**config.mk**
```make
export PLATFORM = sky130hd
export DESIGN_NAME = square_display
export DESIGN_NICKNAME = d
export VERILOG_FILES = /design/src/rtl/square_display.sv
export SDC_FILE = /design/constraint.sdc
export NUM_CORES = 1
export LEC_CHECK = 0
export CAP_MARGIN = 20
export CORE_UTILIZATION = 60
export CTS_CLUSTER_SIZE = 20
export DETAILED_ROUTE_END_ITERATION = 16
export GPL_TIMING_DRIVEN = 1
export PLACE_DENSITY_LB_ADDON = 0.08
export SLEW_MARGIN = 10
export SYNTH_ARGS = -nofsm -noshare
export SYNTH_HDL_FRONTEND = slang
export SYNTH_SLANG_ARGS = --single-unit
```
**constraint.sdc**
```tcl
create_clock -name clk -period 8.2 [get_ports clk]
set_clock_uncertainty 0.2 [all_clocks]
set_input_delay 2.46 -clock clk [delete_from_list [all_inputs] [get_ports clk]]
set_output_delay 2.46 -clock clk [all_outputs]
set_load 0.05 [all_outputs]
```
**src/rtl/square_display.sv**
```systemverilog
// Steps n through 0..9, squares it with a 4-step shift-add multiplier, converts
// the product to BCD by double-dabble and shows n and n^2 on two 2-digit displays.
module square_display #(
  parameter int unsigned TICK_DIV = 4
) (
  input  logic       clk,
  input  logic       rstn,
  output logic       LED_RED,
  output logic       LED_GREEN,
  output logic [6:0] SS1_1,
  output logic [6:0] SS1_0,
  output logic [6:0] SS2_1,
  output logic [6:0] SS2_0
);

  typedef enum logic [1:0] {IDLE, MUL, CONV, SHOW} state_t;

  localparam logic [23:0] DWELL_LAST = 24'(TICK_DIV - 1);

  state_t      state, state_next;
  logic [3:0]  n;
  logic [6:0]  acc, acc_next;
  logic [7:0]  bcd, bcd_adj, bcd_next;
  logic [6:0]  shift_copy;
  logic [2:0]  iter;
  logic [23:0] dwell;
  logic [3:0]  n_tens, n_ones, sq_tens, sq_ones;
  logic        last_mul, last_conv, last_dwell;

  assign last_mul   = (iter == 3'd3);
  assign last_conv  = (iter == 3'd6);
  assign last_dwell = (dwell == DWELL_LAST);

  function automatic logic [6:0] seg7(input logic [3:0] d);
    case (d)
      4'd0:    seg7 = 7'h3F;
      4'd1:    seg7 = 7'h06;
      4'd2:    seg7 = 7'h5B;
      4'd3:    seg7 = 7'h4F;
      4'd4:    seg7 = 7'h66;
      4'd5:    seg7 = 7'h6D;
      4'd6:    seg7 = 7'h7D;
      4'd7:    seg7 = 7'h07;
      4'd8:    seg7 = 7'h7F;
      4'd9:    seg7 = 7'h6F;
      default: seg7 = 7'h00;
    endcase
  endfunction

  // Shift-add partial product and one double-dabble step (adjust, then shift).
  always_comb begin
    // NOTE: every output of a combinational block gets a default first so no latch is inferred.
    acc_next = acc;
    if (n[iter[1:0]])
      acc_next = acc + (7'(n) << iter[1:0]);
    bcd_adj[3:0] = (bcd[3:0] >= 4'd5) ? bcd[3:0] + 4'd3 : bcd[3:0];
    bcd_adj[7:4] = (bcd[7:4] >= 4'd5) ? bcd[7:4] + 4'd3 : bcd[7:4];
    bcd_next     = 8'({bcd_adj, shift_copy[6]});
  end

  always_comb begin
    state_next = state;
    case (state)
      IDLE:    state_next = MUL;
      MUL:     if (last_mul)   state_next = CONV;
      CONV:    if (last_conv)  state_next = SHOW;
      SHOW:    if (last_dwell) state_next = MUL;
      default: state_next = IDLE;
    endcase
  end

  always_ff @(posedge clk) begin
    // NOTE: sequential state uses non-blocking assignments so all registers update together.
    if (rstn) state <= IDLE;
    else      state <= state_next;
  end

  always_ff @(posedge clk) begin
    if (rstn) begin
      n          <= '0;
      acc        <= '0;
      bcd        <= '0;
      shift_copy <= '0;
      iter       <= '0;
      dwell      <= '0;
      n_tens     <= '0;
      n_ones     <= '0;
      sq_tens    <= '0;
      sq_ones    <= '0;
    end else begin
      case (state)
        IDLE: begin
          acc  <= '0;
          iter <= '0;
        end
        MUL: begin
          acc <= acc_next;
          if (last_mul) begin
            iter       <= '0;
            shift_copy <= acc_next;
            bcd        <= '0;
          end else begin
            iter <= iter + 3'd1;
          end
        end
        CONV: begin
          bcd        <= bcd_next;
          shift_copy <= shift_copy << 1;
          if (last_conv) begin
            // The final shift result is loaded straight into the digit registers.
            iter    <= '0;
            dwell   <= '0;
            n_tens  <= 4'd0;
            n_ones  <= n;
            sq_tens <= bcd_next[7:4];
            sq_ones <= bcd_next[3:0];
          end else begin
            iter <= iter + 3'd1;
          end
        end
        SHOW: begin
          if (last_dwell) begin
            n    <= (n == 4'd9) ? 4'd0 : n + 4'd1;
            acc  <= '0;
            iter <= '0;
          end else begin
            dwell <= dwell + 24'd1;
          end
        end
        default: ;
      endcase
    end
  end

  assign LED_RED   = (state == MUL) || (state == CONV);
  assign LED_GREEN = (state == SHOW);

  assign SS1_1 = seg7(n_tens);
  assign SS1_0 = seg7(n_ones);
  assign SS2_1 = seg7(sq_tens);
  assign SS2_0 = seg7(sq_ones);

endmodule

```
==> impl_summary.txt, run 1 <==
----------------------------------------------------
[Worst setup path]
  Critical Path Sink Type ... output pin
  Required time at the endpoint of the critical path ... approximately 5.5 ns
  Arrival time at the worst endpoint ... 2.08 ns
  Max FO, Critical Path ... 5
  Setup crit start kind ... flop
  Category of the most critical setup path ... flop to output pin

[STA]
  RSZ-0062 raised after global routing ... false
  Highest Clock Rate ... ~210 MHz
  Sum of negative setup slack ... 0 ns
  Final number of setup-violating endpoints ... 0
  Count of final hold-check violations ... 0
  Setup WS post-layout ... ~3.5 ns
  Worst Max-Slew Pin Slew ... a little under 1 ns
  Period minus WS final ... approximately 4.7 ns
  Final count of pins violating max slew ... 0
  Worst max-slew margin expressed relative to the limit ... 0.352
  Part of the cycle the worst path needs ... 0.577

[Finish]
  Antenna Diode Count ... 0
  Final layout net count ... approximately 620
  Proportion of layout cells with a drive suffix above 1 ... 0.0690
  Filler-free cell count of the finished design ... 682
  Synth-to-Final Area Change ... 8.39%
  Area occupied by multi-input gates ... approximately 2800 um2
  Final-layout fill cell count ... between 600 and 700
  Sequential Area ... between 1500 and 2000 um2
  Layout Cell Area excl Fill ... ~5200 um2

[Clock tree]
  Number of gates resized after cts ... 0
  H-tree depth ... 3
  Setup bufs post-CTS ... 0
  Clock tree from TritonCTS ... yes
  Clock tree root buffer cell ... sky130_fd_sc_hd__clkbuf_8
  Num Clock Sinks ... a little under 90
  Hold-fix buffers, CTS ... 0
  Clock network latency to the later pin of the worst-skew pair ... 0.36 ns
  Clock buffer depth ... 2
  Number of buffers added by the clock tree synthesis step ... 9
  Clk slew on worst S/H paths ... 0.09 ns

[Routing]
  Number of iterations in the first detailed-routing pass ... 4
  Total length of routed wires ... 9240 um
  Ratio of routed vias to standard cells ... 5.54
  Overall via count from detail_route ... 3778
  Antenna viol nets, final ... 0
  DRT iter0 DRCs ... approximately 170
  Routed len/inst ... 13.5 um
  Residual DRC count ... 0

[Synthesis]
  Synthesized-area fraction occupied by xor and xnor cells ... 0.0598
  Synthesis Warnings ... 0
  Number of distinct library cells after synthesis ... 71
  Flip-flop and latch count after synthesis ... 88
  Post-synthesis share of cell area spent on and, or, nand and nor gates ... 0.199
  Share of synthesized cell area in full adder, half adder and majority cells ... 0.103
  Area of the mapped netlist ... 4830 um2
  Fraction of synthesized area in multiplexers ... 0.0386
  Synth Area per Inst ... about 8.5 um2
  Top flip-flop cell by instance count after synthesis ... sky130_fd_sc_hd__dfxtp_1
  Post-synthesis instance total ... about 570
  Fraction of registers with async set/reset ... 0
  Share of the synthesized area in compound gates (AO/OA/AOI/OAI) ... 0.167
  Fraction of the yosys area taken by sequential cells ... 0.365
  Count of flip-flops with a built-in enable after synthesis ... 0
  Combinational family with the most area after synthesis ... simple AND/OR/NAND/NOR gates

[Placement]
  Count of buffers inserted at the top-level ports ... 24
  Half-perimeter wire length after placement ... between 6000 and 7000 um
  Post-Place Setup Slack ... ~3.5 ns
  Instance area after placement ... between 5000 and 6000 um2
  Weighted congestion reported at the end of routability-driven placement ... 0.837
  Placed cells ... between 600 and 700

[Job]
  Max_cap viols ... 0

[Die]
  Number of primary I/O pins ... 32
  Die width ... about 92 um
  Effective utilization at floorplan ... 0.622
  # rows ... 32
  Die Footprint ... about 8400 um2
  Core Area ... approximately 7800 um2
  Height of the die ... between 90 and 100 um

[Global route]
  Global Route Usage Sum ... 0.226
  Number of global-route vias before repair ... roughly 3500
  Initial antenna violation count ... 0
  Total congestion overflow after global routing ... 0
  Largest net degree at the start of global routing ... 55
  First-pass GRT wire length ... 15500 um

[Pwr]
  Worst supply voltage drop on vdd ... 0.126 mV
  Reported leakage power ... 2.08 nW
  Areal power density over the cells ... ~180 nW/um2

[Outcome]
  Run status ... finished clean

[Hold path]
  Type of the tightest min-delay check ... flop to flop

----------------------------------------------------
[metal layers]
metal  part of all wire  wire [um]  global-route usage  up-vias
li1                   -          -                   -     1952
met1               0.46       4240               0.268     1767
met5                  0          0                   0        -
met2               0.50       4660               0.415       47
met4              0.014        127              0.0612        0
met3              0.022        201              0.0431       12
[cell usage after synthesis, drive strengths merged, types with 3 or more instances]
cell,instances,share of area
nor3b,6,0.0093
clkbuf,11,0.013
nor4,3,0.0052
o22ai,10,0.013
inv,35,0.027
dfxtp,88,0.36
or2,5,0.0065
and3,4,0.0052
xor2,20,0.036
nand2b,6,0.0078
nor2b,4,0.0052
a21o,3,0.0047
nand4,7,0.012
ha,38,0.098
and4,5,0.0096
o21ai,27,0.028
a22oi,10,0.016
buf,20,0.027
nand3,16,0.017
a21oi,49,0.052
and2,3,0.0041
nand2,37,0.029
a211oi,7,0.011
nor3,7,0.0072
xnor2,13,0.024
mux2i,13,0.027
nor2,79,0.065
mux2,3,0.0070
a31oi,3,0.0052
[sequential cells by signal, indices dropped and copies added (netlist names)]
register    count
iter            3
n_ones          4
SS2_1           7
SS2_0           7
sq_ones         4
shift_copy      7
SS1_0           7
bcd             8
acc             7
state           2
sq_tens         4
n               4
dwell          24
[final timing paths]
path,from,end,slack [ns],cells after the start
worst min register to register,shift_copy[3],shift_copy[3],0.26,2
worst min-delay path,shift_copy[3],shift_copy[3],0.26,2
worst max register to register,state[0],SS2_1[4],4.68,10
worst max-delay path,state[0],LED_RED,3.46,4
[placed cells by master (no fill, tap or decap), types with 3 or more instances in the layout]
| cell | instances |
|---|---|
| sky130_fd_sc_hd__a22oi_1 | 10 |
| sky130_fd_sc_hd__clkbuf_8 | 10 |
| sky130_fd_sc_hd__nor3b_1 | 6 |
| sky130_fd_sc_hd__nand2_1 | 37 |
| sky130_fd_sc_hd__clkdlybuf4s50_1 | 23 |
| sky130_fd_sc_hd__mux2i_1 | 13 |
| sky130_fd_sc_hd__xor2_1 | 20 |
| sky130_fd_sc_hd__nand3_1 | 16 |
| sky130_fd_sc_hd__dfxtp_1 | 88 |
| sky130_fd_sc_hd__inv_1 | 34 |
| sky130_fd_sc_hd__a21oi_1 | 48 |
| sky130_fd_sc_hd__a21o_1 | 3 |
| sky130_fd_sc_hd__o21ai_0 | 26 |
| sky130_fd_sc_hd__nor3_1 | 7 |
| sky130_fd_sc_hd__or2_2 | 4 |
| sky130_fd_sc_hd__xnor2_1 | 13 |
| sky130_fd_sc_hd__nor2_1 | 77 |
| sky130_fd_sc_hd__o22ai_1 | 10 |
| sky130_fd_sc_hd__and3_1 | 4 |
| sky130_fd_sc_hd__a211oi_1 | 7 |
| sky130_fd_sc_hd__nor2b_1 | 4 |
| sky130_fd_sc_hd__and4_1 | 3 |
| sky130_fd_sc_hd__nand4_1 | 6 |
| sky130_fd_sc_hd__ha_1 | 38 |
| sky130_fd_sc_hd__nand2b_1 | 6 |
| sky130_fd_sc_hd__conb_1 | 7 |
[worst max-delay path: stages, from the launching register on]
cell,delay [ns]
sky130_fd_sc_hd__dfxtp_1,0.42
sky130_fd_sc_hd__inv_1,0.07
sky130_fd_sc_hd__ha_1,0.37
sky130_fd_sc_hd__inv_1,0.08
sky130_fd_sc_hd__clkdlybuf4s50_1,0.79
[per-stage QoR]
step / total power [mW] / util / hold slack, ns
after global placement: 0.630 / 0.647 / 0.238
after CTS: 0.948 / 0.674 / 0.263
after global routing: 0.982 / 0.674 / 0.290
final: 0.942 / 0.674 / 0.261
after floorplan: 0.604 / - / 0.224
after detailed placement: 0.635 / 0.647 / 0.247
[power by group]
group	internal, mW	switching [mW]
registers	0.437	0.0141
clock network	0.153	0.161
logic	0.0531	0.123
total	0.644	0.298
[cells by family (layout without fill, tap and decap cells)]
family,count (synthesis),count (layout)
compound gates,130,130
xor+xnor,33,33
fa+ha+maj,39,39
buf+inv,66,75
flops,88,88
mux,17,17
other cells,2,7
simple gates,191,191
[layout make-up]
class	count	share of cell area
clock buffers	10	0.0263
repair buffers	24	0.0449
flip-flops and latches	88	0.336
multi-input cells	417	0.529
clock inverters	6	0.0143
well taps	102	0.0244
inverters	35	0.0251
No activity file was read; power rests on OpenSTA's default activity.
==> run 2, diff against run 1 <==
CORE_UTILIZATION = 54   (was 60)
clock period = 3.8 ns   (was 8.2 ns; I/O delays follow)
==> run 2 against run 1 <==
Against the previous run: clock-buffer cell count did not move; via count rose by 1.2%; cell count rose by 1.5%; non-clock buffer count rose by 4; sequential power rose by 120%; combinational power rose by 120%; clock power rose by 90%; worst hold slack got worse by 0.0052 ns; register-to-register slack got worse by 4.0 ns; global-route usage fell by 0.80 points; critical path type unchanged.
==> impl_summary.txt, run 2 (synthesis gave the netlist of run 1 again) <==
----------------------------------------------------
[Routing]
  Overall via count from detail_route ... 3825 (+1.2%)
  Ratio of routed vias to standard cells ... 5.53 (-0.22%)
  Antenna viol nets, final ... 0 (unchanged)
  Residual DRC count ... 0 (unchanged)
  Routed len/inst ... 13.6 um (+0.50%)
  Number of iterations in the first detailed-routing pass ... 4 (unchanged)
  DRT iter0 DRCs ... 97 (-44%)
  Total length of routed wires ... 9420 um (+2.0%)

[Global route]
  Global Route Usage Sum ... 0.218 (-0.00802)
  Largest net degree at the start of global routing ... 36 (-35%)
  Initial antenna violation count ... 0 (unchanged)
  Total congestion overflow after global routing ... 0 (unchanged)
  Number of global-route vias before repair ... 3541 (+0.77%)
  First-pass GRT wire length ... 16000 um (+2.8%)

[Worst setup path]
  Setup crit start kind ... flop
  Max FO, Critical Path ... 5 (unchanged)
  CP bufs+invs ... 3 (unchanged)
  Slowest cell on crit path ... sky130_fd_sc_hd__clkdlybuf4s50_1
  Crit-path cells ... inv_1 -> ha_1 -> inv_1 -> clkdlybuf4s50_1
  Critical Path Sink Type ... output pin
  Category of the most critical setup path ... flop to output pin
  Required time at the endpoint of the critical path ... 2.46 ns (-3.08 ns)
  Delay-heaviest family, CP ... buffers and inverters
  Most common cell type on the critical path ... sky130_fd_sc_hd__inv_1
  Worst stage delay on the critical path ... 0.79 ns (about the same)
  Arrival time at the worst endpoint ... 2.07 ns (about the same)

[Die]
  # rows ... 34 (+6.3%)
  Core Area ... 8680 um2 (+12%)
  Effective utilization at floorplan ... 0.557 (-0.0653)
  Number of primary I/O pins ... 32 (unchanged)
  Height of the die ... 96.6 um (+5.3%)
  Die width ... 96.6 um (+5.3%)
  Die Footprint ... 9330 um2 (+11%)

[Finish]
  Commonest non-fill, non-tap cells in the layout ... sky130_fd_sc_hd__dfxtp_1 (88), sky130_fd_sc_hd__nor2_1 (77), sky130_fd_sc_hd__a21oi_1 (48)
  Register with the highest flop count ... dwell
  Synth-to-Final Area Change ... 8.44% (about the same)
  Most frequent standard cell in the layout excluding fill and tap cells ... sky130_fd_sc_hd__dfxtp_1
  Antenna Diode Count ... 0 (unchanged)
  Final layout net count ... 620 (+0.65%)
  Top Registers ... dwell: 24 flops, bcd: 8 flops
  Proportion of layout cells with a drive suffix above 1 ... 0.0736 (+0.00466)
  Largest register FFs ... 24 (unchanged)

[STA]
  Worst Max-Slew Pin Slew ... 0.887 ns (-0.0856 ns)
  Highest Clock Rate ... a little under 300 MHz
  Sum of negative setup slack ... 0 ns (unchanged)
  Worst max-slew margin expressed relative to the limit ... 0.408 (+0.0566)
  Period minus WS final ... roughly 3.4 ns
  RSZ-0062 raised after global routing ... false
  Minimum hold slack ... 0.255 ns (-0.00515 ns)
  Count of final hold-check violations ... 0 (unchanged)
  Final number of setup-violating endpoints ... 0 (unchanged)
  Final count of pins violating max slew ... 0 (unchanged)
  Part of the cycle the worst path needs ... 0.897

[Pwr]
  Worst supply voltage drop on vdd ... 0.251 mV (+99%)
  Areal power density over the cells ... 375 nW/um2 (+110%)
  Reported leakage power ... 2.08 nW (+0.25%)

[Clock tree]
  Number of gates resized after cts ... 0 (unchanged)
  H-tree depth ... 3 (unchanged)
  Clock network latency to the later pin of the worst-skew pair ... 0.36 ns (about the same)
  Clock tree from TritonCTS ... yes
  Clock tree root buffer cell ... sky130_fd_sc_hd__clkbuf_8
  Clock buffer depth ... 2 (unchanged)
  Number of buffers added by the clock tree synthesis step ... 9 (unchanged)
  Setup bufs post-CTS ... 0 (unchanged)
  Clk slew on worst S/H paths ... 0.08 ns (about the same)
  Num Clock Sinks ... 88 (unchanged)
  Hold-fix buffers, CTS ... 0 (unchanged)

[Placement]
  Half-perimeter wire length after placement ... 6750 um (+1.2%)
  Weighted congestion reported at the end of routability-driven placement ... 0.808 (-3.5%)
  Count of buffers inserted at the top-level ports ... 24 (unchanged)

[Outcome]
  Run status ... finished clean

[Hold path]
  Type of the tightest min-delay check ... flop to flop

[Job]
  Max_cap viols ... 0 (unchanged)

----------------------------------------------------
run 2: changes by cell type in the layout (fill, tap and decap cells not counted), sizes merged:
cell,before,now
buf,1,5
inv,37,38
bufinv,1,0
run 2: worst paths after layout:
kind         slack (ns)          start  depth (start not counted)       endpoint
max                0.39       state[0]                          4        LED_RED
min                0.26  shift_copy[2]                          2  shift_copy[2]
max reg2reg        0.67        iter[0]                         10       SS2_1[4]
min reg2reg        0.26  shift_copy[2]                          2  shift_copy[2]
run 2: where the power goes:
part,internal (mW),switching (mW)
Combinational,0.117,0.274
Sequential,0.944,0.0298
Clock,0.247,0.351
Total,1.31,0.655
run 2: per-layer routing:
metal	global-route usage	wire [um]
met3	0.0329	210
met4	0.0858	129
met2	0.381	4730
met1	0.267	4350
met5	0	0
run 2: worst register-to-register path, stage by stage, from the launching register on:
cell and delay (ns):
sky130_fd_sc_hd__dfxtp_1 0.63, sky130_fd_sc_hd__inv_1 0.16, sky130_fd_sc_hd__ha_1 0.27, sky130_fd_sc_hd__and3_1 0.33
sky130_fd_sc_hd__buf_4 0.24, sky130_fd_sc_hd__a211oi_1 0.43, sky130_fd_sc_hd__inv_1 0.19, sky130_fd_sc_hd__ha_1 0.26
sky130_fd_sc_hd__nand2_1 0.05, sky130_fd_sc_hd__o21ai_0 0.08, sky130_fd_sc_hd__a22o_1 0.19
run 2: final cells by class:
| type | instances | area (um2) |
|---|---|---|
| Clock inverter | 6 | 50.0 |
| Timing Repair Buffer | 28 | 265 |
| Clock buffer | 10 | 128 |
| Fill cell | 751 | 3440 |
| Multi-Input combinational cell | 417 | 2770 |
| Sequential cell | 88 | 1760 |
| Inverter | 35 | 131 |
| Tap cell | 108 | 135 |
run 2: per-stage QoR:
step / util / power [mW] / worst slack (ns) / area [um2] / std cells
3_3_place_gp: 0.583 / 1.37 / 0.795 / 5060 / 676
6_report: 0.604 / 1.96 / 0.392 / 5240 / 692
5_1_grt: 0.604 / 2.07 / 0.312 / 5240 / 692
3_5_place_dp: 0.583 / 1.39 / 0.680 / 5060 / 676
2_1_floorplan: - / 1.30 / 0.871 / 4850 / 571
4_1_cts: 0.604 / 1.98 / 0.376 / 5240 / 692
